<file path="src/rtl/ets_sweep_ctrl.sv">
// ETS phase-sweep controller: steps the phase shifter through N positions,
// waits a settle time after each change, runs the ETS accumulator once per
// step and streams one (count, step) beat per step.
module ets_sweep_ctrl #(
  parameter int unsigned STEP_W   = 8,
  parameter int unsigned SETTLE_W = 16
) (
  input  logic                clk,
  input  logic                rst_n,
  input  logic                cfg_start,
  input  logic [STEP_W-1:0]   cfg_num_steps,
  input  logic [SETTLE_W-1:0] cfg_settle,
  input  logic                abort,
  output logic [STEP_W-1:0]   step_idx,
  output logic                acc_start,
  input  logic                acc_done,
  input  logic [31:0]         acc_data,
  output logic [31:0]         m_tdata,
  output logic [STEP_W-1:0]   m_tuser,
  output logic                m_tvalid,
  output logic                m_tlast,
  input  logic                m_tready,
  output logic                busy,
  output logic                sweep_done
);

  typedef enum logic [2:0] {
    StIdle,
    StSettle,
    StAcq,
    StRel,
    StOut,
    StAbort
  } state_e;

  state_e              state_q;
  logic [STEP_W-1:0]   num_q;
  logic [SETTLE_W-1:0] settle_q;
  logic [SETTLE_W-1:0] cnt_q;
  logic                abort_pend_q;

  logic [SETTLE_W-1:0] cfg_load;
  logic [SETTLE_W-1:0] lat_load;
  logic                last_step;

  // Settle counter preload: a zero settle time still costs one cycle.
  always_comb begin
    cfg_load  = (cfg_settle == '0) ? '0 : cfg_settle - SETTLE_W'(1);
    lat_load  = (settle_q == '0) ? '0 : settle_q - SETTLE_W'(1);
    last_step = (step_idx == num_q - STEP_W'(1));
  end

  // Sweep FSM with all outputs registered; async reset drops acc_start at once.
  always_ff @(posedge clk or negedge rst_n) begin
    if (!rst_n) begin
      state_q      <= StIdle;
      num_q        <= '0;
      settle_q     <= '0;
      cnt_q        <= '0;
      abort_pend_q <= 1'b0;
      step_idx     <= '0;
      acc_start    <= 1'b0;
      m_tdata      <= '0;
      m_tuser      <= '0;
      m_tvalid     <= 1'b0;
      m_tlast      <= 1'b0;
      busy         <= 1'b0;
      sweep_done   <= 1'b0;
    end else begin
      sweep_done <= 1'b0;
      unique case (state_q)
        StIdle: begin
          if (cfg_start) begin
            if (cfg_num_steps == '0) begin
              sweep_done <= 1'b1;
            end else begin
              num_q    <= cfg_num_steps;
              settle_q <= cfg_settle;
              cnt_q    <= cfg_load;
              step_idx <= '0;
              busy     <= 1'b1;
              state_q  <= StSettle;
            end
          end
        end
        StSettle: begin
          if (abort) begin
            busy    <= 1'b0;
            state_q <= StIdle;
          end else if (cnt_q == '0) begin
            acc_start <= 1'b1;
            state_q   <= StAcq;
          end else begin
            cnt_q <= cnt_q - SETTLE_W'(1);
          end
        end
        StAcq: begin
          // Abort beats a simultaneous done: nothing is captured.
          if (abort) begin
            acc_start <= 1'b0;
            state_q   <= StAbort;
          end else if (acc_done) begin
            m_tdata   <= acc_data;
            m_tuser   <= step_idx;
            acc_start <= 1'b0;
            state_q   <= StRel;
          end
        end
        StRel: begin
          if (abort) begin
            state_q <= StAbort;
          end else if (!acc_done) begin
            m_tvalid <= 1'b1;
            m_tlast  <= last_step;
            state_q  <= StOut;
          end
        end
        StOut: begin
          if (m_tready) begin
            m_tvalid     <= 1'b0;
            abort_pend_q <= 1'b0;
            if (abort_pend_q || abort) begin
              busy    <= 1'b0;
              state_q <= StIdle;
            end else if (m_tlast) begin
              busy       <= 1'b0;
              sweep_done <= 1'b1;
              state_q    <= StIdle;
            end else begin
              step_idx <= step_idx + STEP_W'(1);
              cnt_q    <= lat_load;
              state_q  <= StSettle;
            end
          end else if (abort) begin
            abort_pend_q <= 1'b1;
          end
        end
        StAbort: begin
          if (!acc_done) begin
            busy    <= 1'b0;
            state_q <= StIdle;
          end
        end
        default: state_q <= StIdle;
      endcase
    end
  end

endmodule

</file>
<file path="config.mk">
export PLATFORM = sky130hd
export DESIGN_NAME = ets_sweep_ctrl
export DESIGN_NICKNAME = d
export VERILOG_FILES = /design/src/rtl/ets_sweep_ctrl.sv
export SDC_FILE = /design/constraint.sdc
export NUM_CORES = 1
export LEC_CHECK = 0
export CORE_UTILIZATION = 45
export DETAILED_ROUTE_END_ITERATION = 12
export GPL_ROUTABILITY_DRIVEN = 0
export PLACE_DENSITY = 0.77
export SLEW_MARGIN = 20
export SYNTH_ARGS = -nofsm -noshare
export SYNTH_HDL_FRONTEND = slang
export SYNTH_SLANG_ARGS = --single-unit
</file>
<file path="constraint.sdc">
create_clock -name clk -period 2 [get_ports clk]
set_input_delay 0.3 -clock clk [delete_from_list [all_inputs] [get_ports clk]]
set_output_delay 0.3 -clock clk [all_outputs]
set_load 0.1 [all_outputs]
</file>
==> metrics <==
via/cell ratio 5.848; Starting DRT DRC Count 311; # rows 39; Fill cells 796; Tot Pwr 0.01401 W; required time of the critical path 2230 ps; GRT Residual Overflow 0; Setup Viol. Count Final 10; area delta synth->final 50.75%; TritonCTS sink count 97; IO Pins 115; clk slew on worst S/H paths 70 ps; register area share after synthesis 0.4541; Final Max Slew Viols 0; Routed WL 16110 µm; ratio of cells with drive above 1 in the final layout 0.4233; ant diodes 0; Final Hold Viols 14; GRT Total Usage 0.2554; Worst IR Drop VDD 1.836 mV; total negative slack -790.1 ps; FF+latch count, synth 97; CTS root buf clkbuf_16; number of synthesized flops with an enable pin 0; Hold Path Class in2async; First-pass DRT Iterations 9; Max Root-Sink Buffers 2; routed via count 5105; PD cells 1739 nW/µm²; placed cell count 847; Core Util, Final 0.6997; Post-DP HPWL 11070 µm; CP max FO 2; number of CTS-inserted buffers 9; first-pass GRT wire length 25250 µm; Starting Density 0.4641; H-Tree Depth 3; Worst Path Arrival 2410 ps; Max-Cap Viols 0; Async SR Flop Fraction 1.000; largest net degree at the start of global routing 98; vias in the first global route 5291; core area 11520 µm²; syn nets 583; die width 111.0 µm; Die ar. 12320 µm²; synth warn 0; crit start category register; TritonCTS clock tree yes; Final Non-Filler Cells 873; run status complete, but fails checks; cts hold-fix bufs 0; fmax 457.3 MHz; worst slew pin tran 593.9 ps; Crit. End Element register; clock skew 8.047 ps; worst skew pair latency 350 ps; Post-Synthesis Cell Area 5345 µm²; Slew HR 0.6004; average size of a mapped cell 10.40 µm²; WHS -35.41 ps; RSZ-0062 raised after global routing true; most used flip-flop cell after synthesis dfrtp_1; Tcrit/Tclk final 1.093; worst slack at placement -434.7 ps; post-layout min period 2187 ps; P_leak 3.442 nW; IO Port Bufs 114; synthesized instance count 514; Final #Nets 795; number of routed nets with antenna violations 0; synth unique cells 65; Avg WL per Cell 18.45 µm; Post-route DRC 6; final setup margin -186.9 ps; initial antenna violation count 0; critical path class reg2reg; Die Span Y 111.0 µm; failing checks DRC, hold timing, setup timing
## registers in the layout, indices dropped and copies added (netlist names), 3 cells and up
| register | cells |
|---|---|
| cnt_q | 16 |
| state_q | 3 |
| settle_q | 16 |
| step_idx | 8 |
| m_tdata | 32 |
| m_tuser | 8 |
| num_q | 8 |
## per-stage QoR
| step | area [µm²] | hold slack (ps) |
|---|---|---|
| after floorplan | 5348 | 4.409 |
| after global placement | 7207 | 395.4 |
| after detailed placement | 7207 | 398.5 |
| after CTS | 7655 | 30.12 |
| after global routing | 8058 | 8.934 |
| final | 8058 | -35.41 |
## cell usage in the layout (no fill, tap or decap), types with 8 or more instances in the layout
cell	instances
a21oi_1	18
a31oi_1	8
buf_4	149
clkbuf_16	10
clkdlybuf4s50_1	58
dfrtp_1	94
inv_1	8
mux2_2	60
nand2_1	27
nand2b_1	8
nand3_1	13
nand4_1	10
nor2_1	36
nor3_1	13
o21ai_0	19
o21ai_1	14
xnor2_1	16
xor2_1	16
## kinds of logic after synthesis
| family | after synthesis | synth area share |
|---|---|---|
| AND/OR/NAND/NOR | 168 | 0.1802 |
| AO/OA/AOI/OAI | 107 | 0.1252 |
| flip-flops | 97 | 0.4541 |
| multiplexers | 62 | 0.1304 |
| XOR/XNOR | 39 | 0.06390 |
| buffers and inverters | 34 | 0.02973 |
| adder cells (fa/ha/maj) | 7 | 0.01639 |
## worst max-delay path, stage by stage (launching register included)
cell and delay, ps:
dfrtp_1 380, or4_4 570, or3_4 370, nor4_4 190, xnor2_2 170, o2bb2ai_2 80
a211o_1 300
## Yosys cell counts (3+ instances only)
cell	count	share of area
inv_1	12	0.0084
ha_1	7	0.016
clkbuf_1	9	0.0063
o21ai_1	13	0.012
a31oi_1	9	0.011
nor3b_1	4	0.0056
o221ai_1	4	0.0066
nand2_1	27	0.019
nor4_2	5	0.012
a21oi_1	20	0.019
and3_1	3	0.0035
nor2_1	38	0.027
nand3b_1	4	0.0056
nand4_1	10	0.012
or3_1	6	0.0070
xnor2_1	19	0.031
nor2_2	3	0.0035
o22ai_1	10	0.012
nor3_1	13	0.012
mux2_2	61	0.13
nor4_1	9	0.011
and2_1	3	0.0035
dfrtp_1	97	0.45
buf_2	7	0.0066
xor2_1	20	0.033
or4_1	4	0.0056
nand3_1	15	0.014
o21ai_0	25	0.023
nand2b_1	8	0.0094
## where the power goes
| group | leakage, nW | total (W) | internal [W] | switching (W) |
|---|---|---|---|---|
| clock | 0.135 | 0.00168 | 0.000881 | 0.000802 |
| sequential | 1.22 | 0.00355 | 0.00277 | 0.000781 |
| combinational | 2.09 | 0.00878 | 0.00325 | 0.00553 |
## cell type report
| cell class | count | area (µm²) | area share |
|---|---|---|---|
| clock buffer | 10 | 239.0 | 0.02966 |
| multi-input combinational | 383 | 3182 | 0.3949 |
| timing repair buffer | 223 | 1938 | 0.2405 |
| inverter | 12 | 50.05 | 0.006211 |
| tap | 143 | 178.9 | 0.02221 |
| sequential | 97 | 2431 | 0.3017 |
| clock inverter | 5 | 38.79 | 0.004814 |
## path summary, 6_finish.rpt
check,start,to,slack [ps],depth (start not counted)
worst max-delay path,settle_q[3],cnt_q[13],-190,6
worst min-delay path,rst_n,settle_q[12],-40,2
worst min register to register,m_tdata[29],m_tdata[29],510,1
max in group asynchronous,rst_n,m_tlast,1560,2
worst max register to register,settle_q[3],cnt_q[13],-190,6
min in group clk,cfg_settle[1],settle_q[1],360,4
## what timing repair did
item,4_1_cts,5_1_grt
gates cloned,1,1
buffers inserted,7,7
resized for setup,22,72
pin swaps,16,34
endpoints found under the setup margin,23,35
## layer usage
metal	GRT usage	up-vias	part of all wire
met4	0.08858	0	0.032
li1	-	2310	-
met2	0.4570	232	0.51
met3	0.06889	53	0.066
met5	0	-	0
met1	0.2928	2510	0.39
Power figures use the tool's default switching activity.
